`src/rtl/fetch_pkg.sv`:
```
// Shared definitions for the instruction-fetch slice.
//   PC_W          : program-counter / ROM address width
//   NOP_INSTR_DEF : default bubble encoding injected into IF/ID
//   state_e       : run controller states
package fetch_pkg;

  localparam int unsigned PC_W = 8;
  localparam logic [8:0]  NOP_INSTR_DEF = 9'h000;

  typedef enum logic [1:0] {
    IDLE = 2'd0,
    RUN  = 2'd1,
    HALT = 2'd2
  } state_e;

endpackage

```
`src/rtl/fetch_stage_pc_counter.sv`:
```
// Program-counter register with synchronous reset to START_PC,
// load (highest priority), increment with natural wrap, else hold.
//   clk_i      : clock
//   rst_i      : synchronous active-high reset
//   load_i     : load load_val_i
//   load_val_i : value to load
//   inc_i      : increment by one (ignored while loading)
//   pc_o       : current PC
module pc_counter
  import fetch_pkg::*;
#(
  parameter logic [PC_W-1:0] START_PC = '0
) (
  input  logic            clk_i,
  input  logic            rst_i,
  input  logic            load_i,
  input  logic [PC_W-1:0] load_val_i,
  input  logic            inc_i,
  output logic [PC_W-1:0] pc_o
);

  logic [PC_W-1:0] pc_q, pc_d;

  always_comb begin
    pc_d = pc_q;
    if (load_i) begin
      pc_d = load_val_i;
    end else if (inc_i) begin
      pc_d = pc_q + PC_W'(1);
    end
  end

  always_ff @(posedge clk_i) begin
    if (rst_i) begin
      pc_q <= START_PC;
    end else begin
      pc_q <= pc_d;
    end
  end

  assign pc_o = pc_q;

endmodule

```
`src/rtl/fetch_stage.sv`:
```
// Instruction-fetch stage with IF/ID register and IDLE/RUN/HALT controller.
//   clock, reset      : clock, synchronous active-high reset
//   start             : begin execution from IDLE or HALT
//   stall             : freeze PC and IF/ID
//   MEX_branch_*      : branch feedback (ctrl, taken, absolute target)
//   MEX_jmp_*         : jump feedback (ctrl, absolute target)
//   MEX_done_ctrl     : program end reached in MEX
//   imem_addr/data    : instruction ROM interface (combinational read)
//   ID_instr/pc/valid : IF/ID register contents
//   flush             : kill ID/MEX this cycle (done or redirect)
//   running, halted   : controller state flags
//   cycle_count       : saturating count of RUN cycles since last start
module fetch_stage
  import fetch_pkg::*;
#(
  parameter logic [PC_W-1:0]    START_PC  = 8'h00,
  parameter int unsigned        INSTR_W   = 9,
  parameter logic [INSTR_W-1:0] NOP_INSTR = INSTR_W'(NOP_INSTR_DEF),
  parameter int unsigned        CNT_W     = 16
) (
  input  logic               clock,
  input  logic               reset,
  input  logic               start,
  input  logic               stall,
  input  logic               MEX_branch_ctrl,
  input  logic               MEX_branch_taken,
  input  logic [PC_W-1:0]    MEX_branch_val,
  input  logic               MEX_jmp_ctrl,
  input  logic [PC_W-1:0]    MEX_jmp_val,
  input  logic               MEX_done_ctrl,
  output logic [PC_W-1:0]    imem_addr,
  input  logic [INSTR_W-1:0] imem_data,
  output logic [INSTR_W-1:0] ID_instr,
  output logic [PC_W-1:0]    ID_pc,
  output logic               ID_valid,
  output logic               flush,
  output logic               running,
  output logic               halted,
  output logic [CNT_W-1:0]   cycle_count
);

  state_e               state_q, state_d;
  logic [INSTR_W-1:0]   id_instr_q, id_instr_d;
  logic [PC_W-1:0]      id_pc_q, id_pc_d;
  logic                 id_valid_q, id_valid_d;
  logic [CNT_W-1:0]     cnt_q, cnt_d;

  logic                 pc_load, pc_inc;
  logic [PC_W-1:0]      pc_load_val, pc;
  logic                 redirect;
  logic [PC_W-1:0]      target;

  pc_counter #(
    .START_PC (START_PC)
  ) u_pc (
    .clk_i      (clock),
    .rst_i      (reset),
    .load_i     (pc_load),
    .load_val_i (pc_load_val),
    .inc_i      (pc_inc),
    .pc_o       (pc)
  );

  // Jump takes precedence over a simultaneous taken branch.
  assign redirect = (state_q == RUN) &&
                    (MEX_jmp_ctrl || (MEX_branch_ctrl && MEX_branch_taken));
  assign target   = MEX_jmp_ctrl ? MEX_jmp_val : MEX_branch_val;

  always_comb begin
    state_d     = state_q;
    id_instr_d  = id_instr_q;
    id_pc_d     = id_pc_q;
    id_valid_d  = id_valid_q;
    cnt_d       = cnt_q;
    pc_load     = 1'b0;
    pc_load_val = START_PC;
    pc_inc      = 1'b0;
    flush       = 1'b0;

    unique case (state_q)
      IDLE, HALT: begin
        if (start) begin
          state_d     = RUN;
          pc_load     = 1'b1;
          pc_load_val = START_PC;
          id_instr_d  = NOP_INSTR;
          id_pc_d     = '0;
          id_valid_d  = 1'b0;
          cnt_d       = '0;
        end
      end
      RUN: begin
        // Counts every RUN edge, stalls and the halting edge included.
        cnt_d = (cnt_q == '1) ? cnt_q : cnt_q + CNT_W'(1);
        if (MEX_done_ctrl) begin
          state_d    = HALT;
          id_instr_d = NOP_INSTR;
          id_pc_d    = '0;
          id_valid_d = 1'b0;
          flush      = 1'b1;
        end else if (redirect) begin
          pc_load     = 1'b1;
          pc_load_val = target;
          id_instr_d  = NOP_INSTR;
          id_pc_d     = '0;
          id_valid_d  = 1'b0;
          flush       = 1'b1;
        end else if (!stall) begin
          id_instr_d = imem_data;
          id_pc_d    = pc;
          id_valid_d = 1'b1;
          pc_inc     = 1'b1;
        end
      end
      default: state_d = IDLE;
    endcase
  end

  always_ff @(posedge clock) begin
    if (reset) begin
      state_q    <= IDLE;
      id_instr_q <= NOP_INSTR;
      id_pc_q    <= '0;
      id_valid_q <= 1'b0;
      cnt_q      <= '0;
    end else begin
      state_q    <= state_d;
      id_instr_q <= id_instr_d;
      id_pc_q    <= id_pc_d;
      id_valid_q <= id_valid_d;
      cnt_q      <= cnt_d;
    end
  end

  assign imem_addr   = pc;
  assign ID_instr    = id_instr_q;
  assign ID_pc       = id_pc_q;
  assign ID_valid    = id_valid_q;
  assign running     = (state_q == RUN);
  assign halted      = (state_q == HALT);
  assign cycle_count = cnt_q;

endmodule

```
`config.mk`:
```
export PLATFORM = sky130hd
export DESIGN_NAME = fetch_stage
export DESIGN_NICKNAME = d
export VERILOG_FILES = /design/src/rtl/fetch_pkg.sv /design/src/rtl/fetch_stage_pc_counter.sv /design/src/rtl/fetch_stage.sv
export SDC_FILE = /design/constraint.sdc
export NUM_CORES = 1
export LEC_CHECK = 0
export CAP_MARGIN = 10
export CORE_MARGIN = 3
export CORE_UTILIZATION = 34
export CTS_CLUSTER_SIZE = 14
export DETAILED_ROUTE_END_ITERATION = 7
export GPL_TIMING_DRIVEN = 0
export PLACE_DENSITY_LB_ADDON = 0.3
export SYNTH_ARGS = -nofsm -noshare
export SYNTH_HDL_FRONTEND = slang
export SYNTH_HIERARCHICAL = 1
export SYNTH_SLANG_ARGS = --single-unit
```
`constraint.sdc`:
```
create_clock -name clock -period 5.3 [get_ports clock]
set_clock_uncertainty 0.05 [all_clocks]
set_input_delay 1.06 -clock clock [delete_from_list [all_inputs] [get_ports clock]]
set_output_delay 1.06 -clock clock [all_outputs]
set_load 0.005 [all_outputs]
```
After elaboration in Yosys (flattened, before gate mapping). Index checks and enable logic that the tools add are counted.

Register bits after elaboration: 44. Latch bits: 0. Bits in writable memories: 0. ROM bits: 0. Input port bits: 33. Output and inout port bits: 45. Logic and storage cells: 62. Memories: 0.

Add/sub/neg operators: 2. Multiply operators: 0. Div/mod/pow operators: 0. $lt $le $gt $ge: 0. Eq/ne operators: 7. Shifts and indexed selects: 0. Muxes and demuxes: 37. Bitwise gates (word level): 0. Reductions and logical operators: 10.

Operator list (count): $mux 8 (10); $mux 9 (4); $mux 16 (2); $pmux 16 s2 (1); $pmux 9 s2 (1); $add 16x1->16 const B (1); $eq 16x16->1 const B (1); $pmux 8 s2 (1); $mux 1 (13); $add 8x1->8 const B (1); $ne 2x2->1 const B (3); $reduce_and 3->1 (2); $mux 2 (2); $ne 4x3->1 const B (1); $pmux 1 s2 (2); $pmux 2 s2 (1); $reduce_bool 2->1 (2); $eq 2x1->1 const B (1); $eq 2x2->1 const B (1); $logic_and 1x1->1 (2); $logic_not 2->1 (1); $reduce_and 2->1 (1); $reduce_or 2->1 (1); $logic_or 1x1->1 (1).

Depth between registers and ports, before layout. Gate-level depths: netlist of the first run.

Depth in word-level cells: 8. Mapped depth: 10. Mapped depth without buffers: 7.

Cells and area by module. The synthesis of the first run kept the hierarchy.

By module, submodules not included: fetch_stage (times used 1, cells each 187, area each 1769.2 µm², seq. area each 720.7 µm²); pc_counter (times used 1, cells each 53, area each 464.2 µm², seq. area each 160.2 µm²).

Least setup slack after synthesis of the first run. No wires, ideal clock.

Path type: input to register. Start: input MEX_jmp_ctrl. End: register u_pc.pc_q[7] (netlist: u_pc/pc_o[7]). Setup time: 0.079 ns. Arrival: 2.662 ns. Data required time: 5.171 ns. Setup slack: 2.509 ns. Stages: 7. Path buffers: 2. Path through: buf_2 a21o_1 nor4_2 buf_6 or3b_1 or4_1 o211ai_1.

Word-level cells in the longest chain between the ends: 6. Elaborated cells on any way between the ends: 14. Those cells by class: 11 x mux; 3 x reduce/logical.

Ends and longest elaborated chain: start, declared (line fetch_stage.sv:28) `input logic MEX_jmp_ctrl,`; $logic_or 1x1->1 (line fetch_stage.sv:66) `(MEX_jmp_ctrl || (MEX_branch_ctrl && MEX_branch_taken));`; $logic_and 1x1->1 (line fetch_stage.sv:65) `assign redirect = (state_q == RUN) &&`; $mux 1 (line fetch_stage.sv:101) `end else if (redirect) begin`; $mux 1 (line fetch_stage.sv:95) `if (MEX_done_ctrl) begin`; $mux 1 (line fetch_stage.sv:80) `unique case (state_q)`; named net pc_inc (line fetch_stage.sv:48) `logic pc_load, pc_inc;`; $reduce_bool 2->1 (no line); end signal, assigned (line fetch_stage_pc_counter.sv:37) `pc_q <= pc_d;`; end, declared (line fetch_stage_pc_counter.sv:22) `logic [PC_W-1:0] pc_q, pc_d;`.

The timed path passes the listed nets, and every way through them passes these cells. A chain may end at the register's enable or synchronous reset.

Final worst setup path of the first run.
Start: input MEX_done_ctrl. End: output flush.

Word-level cells in the longest chain between the ends: 2.

Ends and longest elaborated chain: start, declared (line fetch_stage.sv:30) `input logic MEX_done_ctrl,`; $mux 1 (line fetch_stage.sv:95); $mux 1 (line fetch_stage.sv:80); end, declared (line fetch_stage.sv:36) `output logic flush,`.

Every way passes these cells.

==> results of run 1 <==
-- layout by cell type (no fill, tap or decap), drive strengths merged, types with 9 or more instances in the layout --
master          n
a21oi          13
nand4          10
nand2           9
clkdlybuf4s50  76
nor2           24
nand3          10
a22o           17
clkbuf         10
mux2i          11
buf            10
dfxtp          44
a211oi          9
-- final timing paths --
check	end	slack, ns
worst max-delay path	flush	1.79
worst min-delay path	ID_valid$_SDFFE_PP0P_	0.42
worst max register to register	u_pc/pc_o[5]$_SDFFE_PP0P_	2.56
worst min register to register	ID_valid$_SDFFE_PP0P_	0.42
-- sequential cells by signal, indices dropped and copies added, names as in the netlist --
| register | count |
|---|---|
| ID_valid | 1 |
| cycle_count | 16 |
| state_q | 2 |
| u_pc/pc_o | 8 |
| ID_instr | 9 |
| ID_pc | 8 |
-- kinds of logic (layout without fill, tap and decap cells) --
logic type / after synthesis / after routing
AND/OR/NAND/NOR: 87 / 87
XOR/XNOR: 4 / 4
multiplexers: 13 / 13
adder cells (fa/ha/maj): 2 / 2
buffers and inverters: 20 / 104
AO/OA/AOI/OAI: 70 / 70
flip-flops: 44 / 44
-- stage by stage --
| step | utilization | total power, uW | hold WS (ns) | cells | instance area [um^2] |
|---|---|---|---|---|---|
| 5_1_grt | 0.524 | 743 | 0.447 | 399 | 3210 |
| 3_5_place_dp | 0.504 | 441 | 0.401 | 391 | 3090 |
| 3_3_place_gp | 0.504 | 440 | 0.385 | 391 | 3090 |
| 6_report | 0.524 | 714 | 0.420 | 399 | 3210 |
| 2_1_floorplan | - | 392 | 0.401 | 240 | 2230 |
| 4_1_cts | 0.524 | 722 | 0.422 | 399 | 3210 |
-- metal layers --
metal	vias up	track usage	wire length, um
met5	-	0	0
met4	0	0.0467	27
met3	2	0.0407	443
met2	75	0.254	2960
met1	1010	0.207	2590
li1	1074	-	-
-- final cells by class --
type                       count  area (um^2)
sequential                    44          881
tap                           75         93.8
timing repair buffer          76          761
inverter                       7         26.3
clock buffer                   7         96.3
clock inverter                 1         30.0
fill                         564         2920
buffer                        13         67.6
multi-input combinational    176         1260
-- power breakdown --
group	switching (uW)	leakage [uW]	internal (uW)	total (uW)
logic	44.1	0.000721	47.2	91.3
clock network	114	0.0000645	166	281
registers	6.86	0.000356	335	342
==> out/qor.yml, run 1 <==
status: "finished clean"
die_area_um2: 7580
hold_depth: 1
num_vias: 2161
drc: 0
drive_above_1_share: 0.105
place.detailed.hpwl_um: 4490
htreeDepth: 2
startpoint: "MEX_done_ctrl"
cts_tree: "built"
synth_top_area_frac: 0.394
initial_core_util: 0.364
setup_viol: 0
final-max-slew-violation-count: 0
wl_per_cell_um: 15.1
clk_latency_ns: 0.30
period_needed_ns: 3.51
ys_ff_latch: 44
cts_hold_buffers: 0
crit_top_cell: "clkdlybuf4s50_1"
die_h_um: 87.1
worstSetupEndpointType: "output port"
worstPathCellList: "clkdlybuf4s50_1 -> a211oi_1 -> nor2_1 -> clkdlybuf4s50_1"
synthCells: 240
cts-buffers-inserted: 5
grt_usage: 0.158
powerDensity_nw_per_um2: 222
period_share: 0.662
core-area_um2: 6130
synth_area_um2: 2230
ant_nets: 0
worst_pin_slew_ns: 0.577
hp-class: "flip-flop to flip-flop"
min_from: "ID_valid$_SDFFE_PP0P_"
layout_setup_ws_ns: 1.79
clk_pin_slew_ns: 0.08
reg2reg_depth: 9
area_delta_synth_final_pct: 43.9
gp_congestion: 0.854
setup_tns_ns: 0
std_cell_rows: 28
antenna_found_initial: 0
rsz0062_at_grt: "false"
synthArstFlopShare: 0
cts_resized: 0
synthAdderAreaFrac: 0.0112
root_buffer: "clkbuf_8"
worstPathMaxFanout: 4
yosys_warnings: 6
syn_nets: 275
synth_xor_area_frac: 0.0157
crit_family: "buffers and inverters"
max_freq_mhz: 285
critical_path_buf_inv_count: 2
critPathKind: "primary input to output port"
slew_headroom: 0.615
io_buffers: 76
grt_pass1_vias: 2027
dp_slack_ns: 1.78
crit_slowest_cell: "clkdlybuf4s50_1"
ys_seq_area_frac: 0.394
avgSynthCellArea_um2: 9.31
critPathMaxStageDelay_ns: 0.49
ir_worst_vdd_v: 0.000106
die_w_um: 87.1
path_depth: 4
synth_cell_types: 49
io_pins: 78
overflow: 0
critPathArrivalTime_ns: 2.40
post_cts.repair.setup_buffers: 0
grt_max_degree: 14
vias_per_cell: 5.42
crit-reg2reg-launch: "state_q[1]$_SDFFE_PP0P_"
drtPass1Iterations: 4
antenna_cells: 0
muxShareOfSynthArea: 0.0594
drt_iter0_drc: 177
synth_compound_area_frac: 0.243
finalHoldViolCount: 0
synthFlopType: "dfxtp_1"
wl_um: 6020
cp.required_ns: 4.19
worstSetupStartpointType: "primary input"
synthTopCellsByArea: "dfxtp_1 39%, a22o_1 6.7%, mux2i_1 4.9%"
synth_edf_count: 0
yosys-top-cells-count: "44 x dfxtp_1, 24 x nor2_1, 17 x a22o_1"
cap_violations: 0
cts_max_path_buffers: 2
synth.most_common_cell: "dfxtp_1"
layout.nets: 358
yosys.area_share.simple: 0.234
cts.sinks: 44
leakage_uw: 0.00114
synth_top_area_cell: "dfxtp_1"
grt_pass1_wl_um: 9640
synth_top_family_by_area: "compound AO/OA/AOI/OAI gates"
Note: power is estimated with default switching activity, not from simulation.
==> inputs of run 2 (changes only) <==
==> constraint.sdc (replaced) <==
create_clock -name clock -period 2.93 [get_ports clock]
set_clock_uncertainty 0.05 [all_clocks]
set_input_delay 0.586 -clock clock [delete_from_list [all_inputs] [get_ports clock]]
set_output_delay 0.586 -clock clock [all_outputs]
set_load 0.005 [all_outputs]
==> results of run 2 <==
The final DEF is identical to that of run 1. Status: finished clean.
Among the figures that moved: setup slack after placement 1.78 ns -> 0.213 ns; setup slack after layout 1.79 ns -> 0.189 ns; start point of the critical path MEX_done_ctrl -> state_q[1]$_SDFFE_PP0P_; end point of the critical path flush -> u_pc/pc_o[5]$_SDFFE_PP0P_; register-to-register setup slack 2.56 ns -> 0.19 ns; total power 714 uW -> 1290 uW; worst IR drop on VDD 0.000106 V -> 0.000191 V
